==> config.mk <==
export PLATFORM = sky130hd
export DESIGN_NAME = ser_fifo_write_arbiter
export DESIGN_NICKNAME = d
export VERILOG_FILES = /design/src/rtl/ser_fifo_pkg.sv /design/src/rtl/rr_arbiter.sv /design/src/rtl/ser_fifo_write_arbiter.sv
export SDC_FILE = /design/constraint.sdc
export NUM_CORES = 1
export LEC_CHECK = 0
export CAP_MARGIN = 20
export CORE_ASPECT_RATIO = 0.6
export CORE_MARGIN = 3
export CORE_UTILIZATION = 30
export DETAILED_ROUTE_END_ITERATION = 6
export GPL_ROUTABILITY_DRIVEN = 1
export HOLD_SLACK_MARGIN = 0.06
export MAX_ROUTING_LAYER = met4
export PLACE_DENSITY = 0.52
export SYNTH_ARGS = -nofsm -noshare
export SYNTH_HDL_FRONTEND = slang
export SYNTH_SLANG_ARGS = --single-unit
==> constraint.sdc <==
create_clock -name clk -period 5.9 [get_ports clk]
set_input_delay 1.18 -clock clk [delete_from_list [all_inputs] [get_ports clk]]
set_output_delay 1.18 -clock clk [all_outputs]
set_load 0.02 [all_outputs]
==> src/rtl/ser_fifo_pkg.sv <==
// Shared types and helpers for the serial-converter FIFO write arbiter.
// Holds the control FSM encoding, the default word width and the lane-index wrap helper.
package ser_fifo_pkg;

  typedef enum logic [1:0] {
    S_IDLE  = 2'd0,
    S_RUN   = 2'd1,
    S_DRAIN = 2'd2
  } state_t;

  localparam int DEF_DATA_W = 32;

  // Operands are always below 2*num, so one conditional subtract is an exact modulo,
  // also for lane counts that are not a power of two.
  function automatic int unsigned lane_wrap(input int unsigned idx, input int unsigned num);
    return (idx >= num) ? (idx - num) : idx;
  endfunction

endpackage

==> src/rtl/rr_arbiter.sv <==
// Combinational round-robin picker: first set req bit at or above ptr, wrapping modulo NUM_REQ.
// Zero latency; gnt_vld stays low while en is low or no request is pending.
module rr_arbiter
  import ser_fifo_pkg::*;
#(
  parameter int NUM_REQ = 4,
  parameter int TAG_W   = $clog2(NUM_REQ)
) (
  input  logic [NUM_REQ-1:0] req,
  input  logic [TAG_W-1:0]   ptr,
  input  logic               en,
  output logic               gnt_vld,
  output logic [TAG_W-1:0]   gnt_idx
);

  logic [TAG_W-1:0] idx;
  logic             found;

  always_comb begin
    gnt_vld = 1'b0;
    gnt_idx = '0;
    idx     = '0;
    found   = 1'b0;
    if (en) begin
      for (int k = 0; k < NUM_REQ; k++) begin
        idx = TAG_W'(lane_wrap(32'(ptr) + 32'(k), NUM_REQ));
        if (!found && req[idx]) begin
          found   = 1'b1;
          gnt_vld = 1'b1;
          gnt_idx = idx;
        end
      end
    end
  end

endmodule

==> src/rtl/ser_fifo_write_arbiter.sv <==
// Shares one FIFO write port among NUM_REQ converters with one-word holding buffers per lane.
// Capture-to-write latency 2 cycles; fifo_full/fifo_afull stall grants, extra words are dropped into ovf.
module ser_fifo_write_arbiter
  import ser_fifo_pkg::*;
#(
  parameter int NUM_REQ = 4,
  parameter int DATA_W  = DEF_DATA_W,
  parameter int TAG_W   = $clog2(NUM_REQ)
) (
  input  logic                      clk,
  input  logic                      rst,
  input  logic                      run,
  input  logic [NUM_REQ-1:0]        lane_en,
  output logic [NUM_REQ-1:0]        conv_en,
  input  logic [NUM_REQ-1:0]        conv_wrt,
  input  logic [NUM_REQ*DATA_W-1:0] conv_data,
  input  logic                      fifo_full,
  input  logic                      fifo_afull,
  output logic                      fifo_wr,
  output logic [DATA_W-1:0]         fifo_din,
  output logic [TAG_W-1:0]          fifo_tag,
  output logic [NUM_REQ-1:0]        ovf,
  input  logic                      ovf_clr,
  output logic                      busy
);

  state_t             state;
  state_t             state_nxt;
  logic [DATA_W-1:0]  hold_data [NUM_REQ];
  logic [NUM_REQ-1:0] hold_vld;
  logic [TAG_W-1:0]   rr_ptr;

  logic               gnt_en;
  logic               gnt_vld;
  logic [TAG_W-1:0]   gnt_idx;
  logic [NUM_REQ-1:0] gnt_oh;
  logic [NUM_REQ-1:0] cap;
  logic [NUM_REQ-1:0] drop;

  // A write in flight while almost-full could be the one that fills the FIFO, so skip a cycle.
  assign gnt_en = (state != S_IDLE) && !fifo_full && !(fifo_afull && fifo_wr);

  rr_arbiter #(
    .NUM_REQ (NUM_REQ),
    .TAG_W   (TAG_W)
  ) u_rr (
    .req     (hold_vld),
    .ptr     (rr_ptr),
    .en      (gnt_en),
    .gnt_vld (gnt_vld),
    .gnt_idx (gnt_idx)
  );

  always_comb begin
    gnt_oh = '0;
    if (gnt_vld) gnt_oh[gnt_idx] = 1'b1;
  end

  // A lane being drained this edge can take a new word in the same edge.
  assign cap  = conv_wrt & (~hold_vld | gnt_oh);
  assign drop = conv_wrt & hold_vld & ~gnt_oh;

  always_comb begin
    state_nxt = state;
    unique case (state)
      S_IDLE:  if (run) state_nxt = S_RUN;
      S_RUN:   if (!run) state_nxt = S_DRAIN;
      S_DRAIN: begin
        if (run)
          state_nxt = S_RUN;
        else if ((hold_vld == '0) && !fifo_wr)
          state_nxt = S_IDLE;
      end
      default: state_nxt = S_IDLE;
    endcase
  end

  always_ff @(posedge clk) begin
    if (!rst) begin
      state    <= S_IDLE;
      hold_vld <= '0;
      ovf      <= '0;
      rr_ptr   <= '0;
      fifo_wr  <= 1'b0;
      fifo_din <= '0;
      fifo_tag <= '0;
    end else begin
      state    <= state_nxt;
      hold_vld <= (hold_vld & ~gnt_oh) | cap;
      ovf      <= drop | (ovf & ~{NUM_REQ{ovf_clr}});
      fifo_wr  <= gnt_vld;
      if (gnt_vld) begin
        fifo_din <= hold_data[gnt_idx];
        fifo_tag <= gnt_idx;
        rr_ptr   <= TAG_W'(lane_wrap(32'(gnt_idx) + 32'd1, NUM_REQ));
      end
    end
  end

  always_ff @(posedge clk) begin
    for (int i = 0; i < NUM_REQ; i++) begin
      if (!rst)
        hold_data[i] <= '0;
      else if (cap[i])
        hold_data[i] <= conv_data[i*DATA_W +: DATA_W];
    end
  end

  assign conv_en = (state == S_RUN) ? (lane_en & ~hold_vld) : '0;
  assign busy    = (state != S_IDLE);

endmodule

==> summary.json, run 1 <==
{
  "run_status": "complete, no violations",
  "ys_warn_count": 0,
  "worstRegToRegCells": 7,
  "vias_per_cell": 4.87,
  "setup.reg_to_reg.worst_slack_ns": 2.45,
  "tritoncts": "done",
  "flow.area_growth_from_synthesis_pct": 36.9,
  "clockRootBuffer": "clkbuf_16",
  "coreArea_um2": 24400,
  "period_needed_ns": 3.86,
  "wire_per_inst_um": 20.5,
  "num_antenna_cells": 0,
  "worstHoldPathCells": 1,
  "die_width_um": 210,
  "whs_endpoint": "state[0]",
  "worst-endpoint-required_ns": 6.20,
  "synth.ff_latch_count": 175,
  "cp_slowest_cell": "a31oi_4",
  "dpl.cell_count": 1104,
  "timing_max_transition_violations_final": 0,
  "place.detailed.hpwl_um": 16500,
  "detail-route-antenna-nets": 0,
  "number_of_vias_after_detailed_routing": 5537,
  "synthesis.instances": 637,
  "hold_start": "state[0]",
  "final_period_utilization_pct": 65.5,
  "critPathCaptureType": "register",
  "setup_viol": 0,
  "syn-mean-instance-area_um2": 11.8,
  "syn-num-nets": 779,
  "synth_area_leader_cell": "edfxtp_1",
  "worst_setup_hold_path_clk_slew_ns": 0.07,
  "insertion_delay_ns": 0.44,
  "synth_largest_type_area_fraction_pct": 51.1,
  "place.gp.congestion": 0.793,
  "critical_path_launch_point_type": "primary input",
  "synth-async-reset-ratio_pct": 0,
  "worstPathMaxFanout": 27,
  "net_count_of_the_finished_layout": 945,
  "path_cells": "clkdlybuf4s50_1, a21oi_1, nand2_1, a31oi_4, a21boi_1, nor2_2, buf_4, and2_1",
  "floorplan.initialDensity_pct": 30.8,
  "grt_antenna_before_repair": 0,
  "worst_slew_pin_slew_ns": 1.07,
  "p_leak_nw": 3.91,
  "final-instance-count-excl-fill": 1138,
  "route.detailed.drc": 0,
  "maximum_number_of_pins_on_one_net_before_global_route_repair": 55,
  "clock_skew_ns": 0.0111,
  "gr-total-overflow": 0,
  "slew-limit-headroom_pct": 28.3,
  "syn-cell-area_um2": 7530,
  "htree_num_levels": 4,
  "drtPass1Iterations": 5,
  "cts-buffers-inserted": 17,
  "grt.total_usage_pct": 17.9,
  "critPathArrivalTime_ns": 4.16,
  "route.final.wire_length_um": 23400,
  "vdd_ir_drop_max_mv": 0.171,
  "cap_viol_max_count": 0,
  "power_density_nw_per_um2": 292,
  "worst_hold_path_type": "register to register",
  "fp-row-count": 44,
  "floorplan.die_area_um2": 27100,
  "post-cts-setup-buffers": 0,
  "io_buffer_count": 185,
  "max-clock-path-buffers": 2,
  "floorplan.die.height_um": 129,
  "first_global_vias": 5732,
  "yosys.cell_types.count": 43,
  "post_cts.resized_instances": 0,
  "ys_seq_area_share_pct": 63.6,
  "count_of_clock_tree_sinks": 175,
  "critPathTopFamily": "compound AO/OA/AOI/OAI gates",
  "ys_dominant_reg_cell": "edfxtp_1",
  "critPathMaxStageDelay_ns": 0.72,
  "wire_length_of_the_first_global_routing_pass_um": 35100,
  "rr_endpoint": "hold_data[3][24]",
  "drive_gt1_share_pct": 8.46,
  "max_clock_freq_mhz": 259,
  "fin_tns_setup_ns": 0,
  "first_iter_violations": 363,
  "report.final.hold_viol_count": 0,
  "design.portCount": 186,
  "synth_edf_count": 128,
  "rsz_0062_raised_after_global_routing": "false",
  "ctsHoldBuffers": 0,
  "worst_r2r_startpoint": "hold_vld[3]",
  "synth.area.top_cells": "edfxtp_1 (51%), dfxtp_1 (13%), and2_1 (5.7%), and3_1 (5.4%), o2111a_1 (3.7%)",
  "timing.critical_path.buf_inv": 2,
  "nFillCells": 2335,
  "criticalPathCategory": "primary input to register"
}
## worst register-to-register path: cells and delay by family (launching register included)
family,cells,cell delay [ns]
flops,1,0.63
buf+inv,1,0.36
compound gates,3,1.18
simple gates,3,0.88
## cell usage in the layout, fill, tap and decap left out, drive strengths merged, types with 2 or more instances in the layout
master | netlist | layout
mux2i | 6 | 6
o21a | 2 | 2
o221ai | 5 | 5
clkbuf | 33 | 17
nand3b | 2 | 2
edfxtp | 128 | 128
clkinv | 0 | 5
a31oi | 5 | 5
nand2b | 6 | 6
o31ai | 2 | 2
nand3 | 25 | 25
and3 | 65 | 65
buf | 16 | 12
dfxtp | 47 | 47
nor2 | 33 | 33
and2 | 69 | 69
mux2 | 8 | 8
a32o | 2 | 2
o21ai | 33 | 33
a21oi | 5 | 5
nand2 | 66 | 66
nor2b | 6 | 6
nor3b | 4 | 4
o22ai | 2 | 2
a21boi | 5 | 5
nor3 | 25 | 25
clkdlybuf4s50 | 0 | 184
o2111a | 25 | 25
inv | 4 | 12
## cell type report
type	instances	area, µm²	share of cell area, %
Sequential cell	175	4780	46.4
Clock buffer	17	425	4.13
Multi-Input combinational cell	409	2570	24.9
Timing Repair Buffer	196	1950	19.0
Inverter	4	15.0	0.146
Tap cell	322	403	3.91
Clock inverter	15	151	1.47
## routing by layer
layer	global-route usage [%]	part of all wire (%)	vias to the layer above
li1	-	-	2652
met1	25.3	49	2681
met2	26.5	44	192
met3	4.78	6.3	12
met4	2.99	0.59	0
met5	-	0	-
## metrics by stage
stage	utilization (%)	hold WS, ns	total power (W)	setup WS (ns)	instance area, µm²
floorplan	-	0.431	0.00169	1.20	7530
global placement	39.6	0.447	0.00191	1.50	9690
detailed placement	39.6	0.464	0.00192	1.37	9690
CTS	42.0	0.474	0.00303	1.82	10300
global route	42.1	0.506	0.00313	1.72	10300
finish	42.1	0.471	0.00301	2.04	10300
## cells by family (layout without fill, tap and decap cells)
family / Yosys count / count (layout) / share of synthesized area [%]
simple gates: 303 / 303 / 21.3
flops: 175 / 175 / 63.6
compound gates: 91 / 91 / 9.81
buf+inv: 53 / 232 / 3.23
mux: 14 / 14 / 2.00
xor+xnor: 1 / 1 / 0.116
## report_power, final
group,internal [W],switching [W]
combinational,0.000201,0.000236
sequential,0.00142,0.0000380
clock,0.000597,0.000522
total,0.00221,0.000796
## cell usage after synthesis (all sizes together) (2+ instances only)
master,number
and3,65
buf,16
nand2b,6
o21a,2
and2,69
edfxtp,128
o221ai,5
inv,4
o2111a,25
nand3,25
nor2b,6
nand3b,2
o22ai,2
nand2,66
nor2,33
nor3b,4
o31ai,2
clkbuf,33
a21oi,5
o21ai,33
nor3,25
dfxtp,47
a31oi,5
a21boi,5
mux2i,6
a32o,2
mux2,8
## worst max path at each step
stage | from | endpoint | slack (ns) | cells after the start
floorplan | fifo_afull | hold_data[0][0] | 1.20 | 5
global placement | fifo_afull | hold_data[0][21] | 1.50 | 6
detailed placement | fifo_afull | hold_data[0][21] | 1.37 | 6
CTS | fifo_afull | hold_data[0][25] | 1.82 | 6
global route | fifo_afull | hold_data[0][21] | 1.72 | 8
finish | fifo_afull | hold_data[0][4] | 2.04 | 8
## sequential cells by signal, indices dropped and copies added (netlist names)
| signal | cells |
|---|---|
| rr_ptr | 2 |
| fifo_wr | 1 |
| hold_data | 128 |
| ovf | 4 |
| state | 2 |
| hold_vld | 4 |
| fifo_din | 32 |
| fifo_tag | 2 |
No activity file was read; power rests on OpenSTA's default activity.
==> inputs of run 2 (changes only) <==
- clock period: 5.9 -> 3.7 ns (I/O delays scaled with it)
==> run 2 against run 1 <==
Effect of this change: utilization up 0.35 points; global-route usage grew 0.38 points; final area is 0.83% higher; highest routed layer unchanged; largest power group unchanged; worst setup slack got worse by 1.3 ns; sequential share of layout area down 0.38 points.
==> summary.json, run 2 (synthesized netlist as in run 1, its figures left out) <==
{
  "design.portCount": 186,
  "grt.total_usage_pct": 18.3,
  "critPathArrivalTime_ns": 3.06,
  "area_of_the_multi_input_gates_um2": 2570,
  "worst_setup_hold_path_clk_slew_ns": 0.07,
  "vdd_ir_drop_max_mv": 0.284,
  "registers.top_by_ff_count": "hold_data",
  "met3_usage_pct": 4.61,
  "final_period_utilization_pct": 78.8,
  "first_iter_violations": 335,
  "post_cts.resized_instances": 0,
  "critical_path_launch_point_type": "register",
  "hold-worst-slack_ns": 0.476,
  "htree_num_levels": 4,
  "first_global_vias": 5893,
  "count_of_clock_tree_sinks": 175,
  "worst_r2r_startpoint": "hold_vld[3]",
  "run_status": "complete, no violations",
  "vias_per_cell": 4.94,
  "hold_start": "ovf[3]",
  "combPwrFrac_pct": 15.1,
  "number_of_vias_after_detailed_routing": 5673,
  "route.final.wire_length_um": 23700,
  "finalCoreUtilization_pct": 42.5,
  "io_buffer_count": 185,
  "power_density_nw_per_um2": 455,
  "postLayoutCellArea_um2": 10400,
  "rr_endpoint": "hold_data[1][21]",
  "placedInstanceArea_um2": 9840,
  "route.detailed.drc": 0,
  "use_met1_pct": 25.7,
  "fp-row-count": 44,
  "grt_antenna_before_repair": 0,
  "critPathCaptureType": "register",
  "final_cell_mix": "clkdlybuf4s50_1 (184), edfxtp_1 (128), and2_1 (69)",
  "switching_power_w": 0.00124,
  "globalRouteMet2Util_pct": 27.3,
  "setup_viol": 0,
  "floorplan.die_area_um2": 27100,
  "report.final.hold_viol_count": 0,
  "fraction_of_power_spent_switching_nets_pct": 26.3,
  "detail-route-antenna-nets": 0,
  "worstHoldPathCells": 2,
  "coreArea_um2": 24400,
  "floorplan.initialDensity_pct": 30.8,
  "max-clock-path-buffers": 2,
  "place.gp.congestion": 0.810,
  "rsz_0062_raised_after_global_routing": "false",
  "largest_register_ffs": 128,
  "worst-endpoint-required_ns": 3.84,
  "tritoncts": "done",
  "criticalPathCategory": "register to register",
  "clockRootBuffer": "clkbuf_16",
  "die_width_um": 210,
  "clock_skew_ns": 0.00958,
  "drive_gt1_share_pct": 9.43,
  "place.detailed.hpwl_um": 16700,
  "max_clock_freq_mhz": 343,
  "cts-buffers-inserted": 17,
  "power_frac_seq_pct": 49.1,
  "cap_viol_max_count": 0,
  "wire_length_of_the_first_global_routing_pass_um": 35500,
  "layout.area.seq_um2": 4780,
  "worst_hold_path_type": "register to register",
  "largest_registers": "hold_data (128), fifo_din (32)",
  "gr-total-overflow": 0,
  "net_count_of_the_finished_layout": 956,
  "flow.area_growth_from_synthesis_pct": 38.0,
  "wire_per_inst_um": 20.6,
  "floorplan.die.height_um": 129,
  "fin_tns_setup_ns": 0,
  "p_int_w": 0.00348,
  "post-cts-setup-buffers": 0,
  "layout.cells.most_common": "clkdlybuf4s50_1",
  "whs_endpoint": "ovf[3]",
  "nFillCells": 2329,
  "worstRegToRegCells": 7,
  "num_antenna_cells": 0,
  "worst_slew_pin_slew_ns": 1.06,
  "power.clock.fraction_pct": 35.8,
  "insertion_delay_ns": 0.44,
  "p_leak_nw": 3.94,
  "ctsHoldBuffers": 0,
  "maximum_number_of_pins_on_one_net_before_global_route_repair": 57,
  "setup.reg_to_reg.worst_slack_ns": 0.78,
  "period_needed_ns": 2.92,
  "worstPathMaxFanout": 20,
  "slew-limit-headroom_pct": 29.3,
  "timing_max_transition_violations_final": 0,
  "global_route.peak_usage_layer": "met2",
  "drtPass1Iterations": 5
}
==> run 2: changes by cell type in the layout (fill, tap and decap cells not counted) <==
cell and change:
bufinv_16 -1, clkbuf_8 +1, clkinv_4 -3, buf_4 +9
buf_16 +1, inv_8 -2, buf_12 +1, clkinv_2 -2
clkinv_1 +1, clkbuf_1 +1, clkinvlp_4 +5
==> run 2: power by group through the flow <==
stage / clock network (W) / logic (W) / registers [W]
detailed placement: 0 / 0.000718 / 0.00236
global placement: 0 / 0.000703 / 0.00236
floorplan: 0 / 0.000322 / 0.00237
CTS: 0.00173 / 0.000720 / 0.00232
global route: 0.00181 / 0.000774 / 0.00233
finish: 0.00169 / 0.000713 / 0.00232
==> run 2: stage by stage <==
stage | setup slack, ns | power (W) | cells
finish | 0.783 | 0.00472 | 1149
global route | 0.570 | 0.00492 | 1149
CTS | 0.782 | 0.00477 | 1149
detailed placement | 0.614 | 0.00308 | 1117
global placement | 0.458 | 0.00306 | 1116
floorplan | 0.309 | 0.00270 | 637
==> run 2: cell type report <==
| class | count | area share, % |
|---|---|---|
| Inverter | 4 | 0.145 |
| Timing Repair Buffer | 207 | 19.9 |
| Clock inverter | 13 | 1.00 |
| Tap cell | 322 | 3.88 |
| Multi-Input combinational cell | 409 | 24.7 |
| Sequential cell | 175 | 46.1 |
| Clock buffer | 19 | 4.26 |
==> run 2: worst max-delay path by stage <==
stage                           start               end  slack [ns]  cells after the start
after floorplan            fifo_afull   hold_data[0][0]        0.31                      5
after global placement     fifo_afull  hold_data[0][20]        0.46                      7
after detailed placement   fifo_afull   hold_data[2][8]        0.61                      8
after CTS                 hold_vld[3]   hold_data[1][8]        0.78                      7
after global routing      hold_vld[3]   hold_data[1][8]        0.57                      7
final                     hold_vld[3]  hold_data[1][21]        0.78                      7
==> run 2: per-layer routing <==
layer  part of all wire [%]  up-vias
li1                       -     2684
met1                     49     2768
met2                     44      206
met3                    6.9       15
met4                   0.88        0
met5                      0        -
==> run 2: critical path: stages, from the launching register on <==
cell and delay (ns):
dfxtp_1 0.66, nor2b_1 0.10, o21ai_1 0.31, o211ai_2 0.52
o31ai_4 0.36, nand2_1 0.10, nand2_2 0.32, buf_12 0.23
